File: src/rtl/bram_port_arbiter.sv
// Round-robin arbiter sharing one single-port, 1-cycle-latency BRAM between NUM_REQ requesters.
// Define BRAM_ARB_FIXED_PRIO_EN for fixed priority (lowest index wins) instead of round-robin.
module bram_port_arbiter #(
    parameter int NUM_REQ    = 2,
    parameter int ADDR_WIDTH = 8,
    parameter int DATA_WIDTH = 16
) (
    input  logic                           clk,
    input  logic                           rst_n,
    input  logic [NUM_REQ-1:0]             req_valid,
    input  logic [NUM_REQ-1:0]             req_write,
    input  logic [NUM_REQ-1:0]             req_lock,
    input  logic [NUM_REQ*ADDR_WIDTH-1:0]  req_addr,
    input  logic [NUM_REQ*DATA_WIDTH-1:0]  req_wdata,
    output logic [NUM_REQ-1:0]             req_ready,
    output logic [NUM_REQ-1:0]             rsp_valid,
    output logic [DATA_WIDTH-1:0]          rsp_data,
    output logic [ADDR_WIDTH-1:0]          mem_addr,
    output logic                           mem_we,
    output logic [DATA_WIDTH-1:0]          mem_wdata,
    input  logic [DATA_WIDTH-1:0]          mem_rdata
);

    localparam int PTR_W = (NUM_REQ > 1) ? $clog2(NUM_REQ) : 1;

    typedef enum logic {ST_ARB, ST_LOCKED} state_e;

    state_e             state_q, state_d;
    logic [PTR_W-1:0]   lock_owner_q, lock_owner_d;
    logic [NUM_REQ-1:0] rsp_valid_q, rsp_valid_d;
    logic [PTR_W-1:0]   search_base;
    logic               gnt_vld;
    logic [PTR_W-1:0]   gnt_idx;
    int                 idx;

`ifdef BRAM_ARB_FIXED_PRIO_EN
    assign search_base = '0;
`else
    logic [PTR_W-1:0]   rr_ptr_q, rr_ptr_d;
    assign search_base = rr_ptr_q;
`endif

    function automatic logic [PTR_W-1:0] wrap_inc(input logic [PTR_W-1:0] p);
        if (int'(p) == NUM_REQ - 1) return '0;
        return p + 1'b1;
    endfunction

    // Grant selection: the lock owner only while locked, otherwise the first valid from search_base.
    always_comb begin
        // NOTE: every combinational output gets a default first so no path leaves it unassigned (no latch).
        gnt_vld = 1'b0;
        gnt_idx = '0;
        idx     = 0;
        if (state_q == ST_LOCKED) begin
            gnt_vld = req_valid[lock_owner_q];
            gnt_idx = lock_owner_q;
        end else begin
            for (int k = 0; k < NUM_REQ; k++) begin
                idx = int'(search_base) + k;
                if (idx >= NUM_REQ) idx = idx - NUM_REQ;
                if (!gnt_vld && req_valid[idx]) begin
                    gnt_vld = 1'b1;
                    gnt_idx = PTR_W'(idx);
                end
            end
        end
        // Nothing is granted while reset is held, so the memory sees no traffic.
        if (!rst_n) gnt_vld = 1'b0;
    end

    always_comb begin
        req_ready = '0;
        mem_we    = 1'b0;
        mem_addr  = '0;
        mem_wdata = '0;
        if (gnt_vld) begin
            req_ready[gnt_idx] = 1'b1;
            mem_we    = req_write[gnt_idx];
            mem_addr  = req_addr[gnt_idx*ADDR_WIDTH +: ADDR_WIDTH];
            mem_wdata = req_wdata[gnt_idx*DATA_WIDTH +: DATA_WIDTH];
        end
    end

    always_comb begin
        state_d      = state_q;
        lock_owner_d = lock_owner_q;
        rsp_valid_d  = '0;
`ifndef BRAM_ARB_FIXED_PRIO_EN
        rr_ptr_d     = rr_ptr_q;
`endif
        if (gnt_vld) begin
            if (!req_write[gnt_idx]) rsp_valid_d[gnt_idx] = 1'b1;
            if (req_lock[gnt_idx]) begin
                // Pointer is frozen while locked; it moves past the owner on unlock.
                state_d      = ST_LOCKED;
                lock_owner_d = gnt_idx;
            end else begin
                state_d = ST_ARB;
`ifndef BRAM_ARB_FIXED_PRIO_EN
                rr_ptr_d = wrap_inc(gnt_idx);
`endif
            end
        end
    end

    // NOTE: sequential state uses non-blocking assignments so all flops update from pre-edge values.
    always_ff @(posedge clk or negedge rst_n) begin
        if (!rst_n) begin
            state_q      <= ST_ARB;
            lock_owner_q <= '0;
            rsp_valid_q  <= '0;
`ifndef BRAM_ARB_FIXED_PRIO_EN
            rr_ptr_q     <= '0;
`endif
        end else begin
            state_q      <= state_d;
            lock_owner_q <= lock_owner_d;
            rsp_valid_q  <= rsp_valid_d;
`ifndef BRAM_ARB_FIXED_PRIO_EN
            rr_ptr_q     <= rr_ptr_d;
`endif
        end
    end

    assign rsp_valid = rsp_valid_q;
    assign rsp_data  = mem_rdata;

endmodule

File: config.mk
export PLATFORM = sky130hd
export DESIGN_NAME = bram_port_arbiter
export DESIGN_NICKNAME = d
export VERILOG_FILES = /design/src/rtl/bram_port_arbiter.sv
export SDC_FILE = /design/constraint.sdc
export NUM_CORES = 1
export LEC_CHECK = 0
export ABC_AREA = 1
export CAP_MARGIN = 40
export CELL_PAD_IN_SITES_DETAIL_PLACEMENT = 0
export CELL_PAD_IN_SITES_GLOBAL_PLACEMENT = 1
export CORE_ASPECT_RATIO = 0.8
export CORE_MARGIN = 1.5
export CORE_UTILIZATION = 14
export DETAILED_ROUTE_END_ITERATION = 6
export GPL_ROUTABILITY_DRIVEN = 1
export PLACE_DENSITY_LB_ADDON = 0.1
export SETUP_SLACK_MARGIN = 0.1
export SYNTH_ARGS = -nofsm -noshare
export SYNTH_HDL_FRONTEND = slang
export SYNTH_SLANG_ARGS = --single-unit
File: constraint.sdc
create_clock -name clk -period 4 [get_ports clk]
set_input_delay 1 -clock clk [delete_from_list [all_inputs] [get_ports clk]]
set_output_delay 1 -clock clk [all_outputs]
set_load 0.02 [all_outputs]
* After elaboration in Yosys (flattened, before gate mapping)
Index checks and enable logic that the tools add are counted.
** Storage, ports and cells
- Input port bits :: 72
- Register bits :: 5
- Logic and storage cells :: 61
- Output and inout bits :: 45
** Operators by class
- Bitwise logic cells :: 1
- Reductions and logical operators :: 5
- Order comparisons :: 7
- Multiplexer cells :: 38
- $add $sub $neg :: 4
- Shifts and indexed selects :: 2
** Operators by type and width (number)
- 32-bit 2-to-1 mux :: 4
- 32-bit by 3-bit less-than comparator with 1-bit output, second input constant :: 2
- 32-bit by 6-bit indexed part select with 16-bit output :: 1
- 1-bit 2-to-1 mux :: 28
- 16-bit 2-to-1 mux :: 1
- 16-bit by 5-bit indexed part select with 8-bit output :: 1
- 8-bit 2-to-1 mux :: 1
- 2-bit 2-to-1 mux :: 3
- 1-bit by 2-bit less-than comparator with 1-bit output, second input constant :: 2
- 2-bit AND reduction :: 2
- 1-bit by 2-bit subtractor with 3-bit output, second input constant :: 1
- 2-bit by 2-bit subtractor with 3-bit output, second input constant :: 1
- 1-bit by 1-bit adder with 2-bit output, second input constant :: 1
- 1-bit by 2-bit >= comparator with 1-bit output, second input constant :: 1
- 2-bit >= comparator, second input constant :: 1
- 1-bit logical AND :: 2
- 1-bit adder, second input constant :: 1
- 1-bit demux with 1-bit select :: 1
- 1-bit >= comparator, second input constant :: 1
- 1-bit zero test :: 1
- 1-bit inverter :: 1

* Logic depth before layout (Yosys ltp)
Gate-level depths: netlist (run 1).
- Word-level depth :: 18
- Gate-level depth with buffers :: 9
- Gate-level depth less buffers :: 8

* Worst setup path after synthesis (run 1)
Ideal clock, no wire load.
- Path kind :: input-to-output
- Start :: input req_valid[1]
- End :: output mem_addr[3]
- Stages :: 9
- Buffers on the path :: 1
- Required time :: 3000 ps
- Data arrival time :: 1862 ps
- Path slack :: 1138 ps
- Cell sequence :: inv_1 nor2_2 nand2_2 nand2_4 inv_6 nor2_8 buf_12 nand2_1 nand2_1
** Between the ends
- Cells in the longest elaborated chain, start to end :: 11
- Elaborated cells on any way between the ends :: 20
- Those cells by class :: 1 x shift; 17 x mux; 2 x reduce/logical
** Ends and longest elaborated chain
- start, declared :: line 10 : input logic [NUM_REQ-1:0] req_valid,
- 1-bit 2-to-1 mux (implied by the code) (3 in a row) :: line 61 : if (!gnt_vld && req_valid[idx]) begin
- 1-bit 2-to-1 mux :: line 61
- 1-bit 2-to-1 mux :: line 54 : if (state_q == ST_LOCKED) begin
- 1-bit zero test :: line 61
- 1-bit logical AND :: line 61
- 1-bit 2-to-1 mux :: line 61
- 1-bit 2-to-1 mux :: line 54
- 16-bit by 5-bit indexed part select with 8-bit output or 1-bit 2-to-1 mux (tied branches) :: line 79, 68
- 8-bit 2-to-1 mux * :: line 76 : if (gnt_vld) begin
- end, declared :: line 18 : output logic [ADDR_WIDTH-1:0] mem_addr,
Every way passes the cells marked *; elsewhere a longest branch is shown, timed or not. The select of a mux whose other input is x is not followed.

* Worst setup path in the final report (run 1)
- Start :: input req_valid[1]
- End :: output req_ready[1]
** Between the ends
- Cells in the longest elaborated chain, start to end :: 14
- Elaborated cells on any way between the ends :: 24
- Those cells by class :: 2 x order compare; 19 x mux; 3 x reduce/logical
** Ends and longest elaborated chain
- 1-bit 2-to-1 mux (implied by the code) (3 in a row) :: line 61
- 1-bit 2-to-1 mux :: line 61
- 1-bit 2-to-1 mux :: line 54
- 1-bit zero test :: line 61
- 1-bit logical AND :: line 61
- 1-bit 2-to-1 mux :: line 61
- 1-bit 2-to-1 mux :: line 54
- 1-bit by 2-bit less-than comparator with 1-bit output (implied by the code) or 1-bit >= comparator (tied branches) :: line 77 : req_ready[gnt_idx] = 1'b1;
- 1-bit logical AND (implied by the code) :: line 77
- 1-bit 2-to-1 mux (implied by the code) :: line 77
- 1-bit demux with 1-bit select :: line 77
- 2-bit 2-to-1 mux * :: line 76
- end, declared :: line 15 : output logic [NUM_REQ-1:0] req_ready,
Marks and branches as above.

==> results of run 1 <==
## synth_stat cells (all sizes together)
master  count  area [sq um]
nor2        3          46.3
o21ai       1          5.00
nand3       3          15.0
a21boi      1          7.51
dfrtp       5           125
inv         6          27.5
nor3        2          10.0
nand2      91           384
buf        20           174
## through the flow
stage,cell area [sq um],hold slack [ns],util [%]
6_report,1760,0.507,32.2
5_1_grt,1760,0.535,32.2
4_1_cts,1700,0.508,31.1
3_5_place_dp,1650,0.500,30.3
3_3_place_gp,1650,0.488,30.3
2_1_floorplan,795,0.463,-
## how the worst min path moves through the flow
stage,cells after the start,slack [ns],end
global placement,2,0.49,rr_ptr_q$_DFFE_PN0P_
floorplan,2,0.46,rr_ptr_q$_DFFE_PN0P_
finish,2,0.51,rr_ptr_q$_DFFE_PN0P_
CTS,2,0.51,rr_ptr_q$_DFFE_PN0P_
global route,2,0.54,rr_ptr_q$_DFFE_PN0P_
detailed placement,2,0.50,rr_ptr_q$_DFFE_PN0P_
## registers in the layout, summed over array words and instances, names as in the netlist
signal / cells
lock_owner_q: 1
rr_ptr_q: 1
rsp_valid: 2
state_q: 1
## worst register-to-register path, stage by stage (launching register included)
cell     delay, ns
dfrtp_1       0.41
nand2_2       0.14
nand2_2       0.07
nand2_2       0.08
nand2_4       0.11
nor2_8        0.17
buf_12        0.15
nand2_1       0.05
nand2_1       0.05
## layer usage
layer	vias to the layer above	global-route usage [%]
li1	525	-
met5	-	0
met2	61	16.3
met4	0	3.00
met1	419	9.57
met3	12	2.96
## power groups by stage
| stage | combinational [W] | clock, W | sequential [W] |
|---|---|---|---|
| floorplan | 0.000331 | 0 | 0.0000841 |
| global placement | 0.000573 | 0 | 0.0000836 |
| detailed placement | 0.000572 | 0 | 0.0000837 |
| CTS | 0.000575 | 0.0000959 | 0.0000831 |
| global route | 0.000599 | 0.000102 | 0.0000861 |
| finish | 0.000549 | 0.0000924 | 0.0000829 |
## kinds of logic (layout without fill, tap and decap cells)
group | count (synthesis) | count (layout) | synth area share [%]
buffers and inverters | 26 | 100 | 25.4
DFF | 5 | 5 | 15.7
AOI/OAI and AO/OA | 2 | 2 | 1.57
and+or+nand+nor | 99 | 99 | 57.3
## final cells by class
type | count | area [sq um]
Fill cell | 593 | 3700
Timing Repair Buffer | 90 | 998
Multi-Input combinational cell | 101 | 468
Sequential cell | 5 | 125
Tap cell | 78 | 97.6
Clock buffer | 4 | 45.0
Inverter | 6 | 27.5
## cell usage in the layout (no fill, tap or decap), drive strengths merged
cell type      count
nand2             91
clkdlybuf4s50     59
dlymetal6s2s      25
inv                6
buf                6
dfrtp              5
clkbuf             4
nand3              3
nor2               3
nor3               2
o21ai              1
a21boi             1
==> metrics.md, run 1 <==
| Metric | Value |
|---|---|
| Outcome | complete, no violations |
| Worst setup margin | 0.221 ns |
| CTS tree | built |
| Net Sw Frac | 44.8% |
| Grt total ovfl | 0 |
| Top achievable clock speed | 265 MHz |
| Peak supply drop | 0.138 mV |
| Sw power | 0.000325 W |
| Die W | 87.2 um |
| Critical Path Fanout Max | 9 |
| Final Hold Vio Count | 0 |
| Post-DP HPWL | 2.33 mm |
| Synthesized area per cell | 6.02 sq um |
| Clock H-tree levels | 1 |
| Min cycle time layout | 3.78 ns |
| Post-Syn Instances | 132 |
| Synth unique cells | 15 |
| PortBufs | 84 |
| Largest net degree at the start of global routing | 19 |
| Synthesis-stage register bit count | 5 |
| Crit-path leading delay family | buffers and inverters |
| Reg power frac | 11.4% |
| Crit path top cell by count | clkdlybuf4s50_1 |
| Hold path startpoint | rr_ptr_q$_DFFE_PN0P_ |
| Clock network fraction of design power | 12.8% |
| R2R cell count | 8 |
| Gate power share | 75.8% |
| Worst Setup Start Kind | input port |
| 1st-iter DRT viols | 44 |
| Worst-path clk slew | 0.04 ns |
| Setup TNS | 0 ns |
| Final Non-Filler Cells | 284 |
| Die height | 70.4 um |
| Fin Clk Skew | 0.00420 ns |
| CP Capture Type | output pin |
| PostCTS Resize Cnt | 0 |
| CP Data Required Time | 3.00 ns |
| RePlAce Congestion | 0.733 |
| Area grow syn2layout | 122% |
| Routed wire length | 2.81 mm |
| CP Cell Sequence | clkdlybuf4s50_1, inv_1, nor2_2, nand2_2, nand2_4, inv_6, nor2_8, buf_12, clkdlybuf4s50_1 |
| Post-CTS setup buffers | 0 |
| Vias | 1,017 |
| Worst-margin pin slew | 0.284 ns |
| Sink Count | 5 |
| Data arrival, critical path | 2.78 ns |
| Reg-to-reg slack, setup | 2.71 ns |
| Min-Delay Path Class | reg -> reg |
| Yosys synthesis warning count | 0 |
| CTS Buffer Depth | 2 |
| DRT Pass-1 Iters | 2 |
| Detail Route Antenna Nets | 0 |
| Antenna Cells | 0 |
| DP Worst Slack | 0.114 ns |
| Power Dens Cells | 411 nW/um^2 |
| Antenna violations before repair | 0 |
| Root Buffer | clkbuf_8 |
| CP Launch Point | req_valid[1] |
| Syn Std Cell Area | 795 sq um |
| DP Cell Count | 280 |
| Final Power | 0.000724 W |
| Die area | 6140 sq um |
| Slew headroom | 80.9% |
| Vias in the first global route | 995 |
| Site row count | 24 |
| Cts bufs inserted | 3 |
| Crit-path slowest cell | clkdlybuf4s50_1 |
| Fin. max-slew vios | 0 |
| Share of cells above drive strength 1 | 12.6% |
| DRC | 0 |
| CORE AREA | 5470 sq um |
| Hold-fix buffers, CTS | 0 |
| MaxCap Viol Count | 0 |
| RR Startpoint | state_q$_DFFE_PN0P_ |
| RSZ-0062 raised after global routing | no |
| WL met2 | 1.37 mm |
| Max layer used | met4 |
| Global-route wire length before repair | 4.37 mm |
| Final net count | 279 |
| GRT Total Usage | 8.94% |
| Leakage Power | 1.18 nW |
| Starting density of the core | 14.5% |
| Largest stage delay, worst path | 0.60 ns |
| Worst r2r dst | lock_owner_q$_DFFE_PN0P_ |
| Crit path depth | 9 |
| Via/cell ratio | 3.58 |
| Endpoints failing setup | 0 |
| Met3 wire length | 289 um |
| Sequential element share of the synthesized area | 15.7% |
| Worst Setup EP | req_ready[1] |
| WS Path Type | in -> out |
| WL met1 | 1.10 mm |
| Worst-Skew Late Latency | 0.22 ns |
| Post-Synthesis Net Count | 204 |
| IO Pins | 117 |
| WL per Instance | 9.90 um |
| Int Pwr | 0.000400 W |
| Buf/Inv on CP | 5 |
| Fin crit share | 94.5% |
No activity file was read; power rests on OpenSTA's default activity.
==> inputs of run 2 (changes only) <==
SLEW_MARGIN = 20   (was unset)
==> results of run 2 <==
No change in the layout: final DEF, timing and power equal those of run 1.
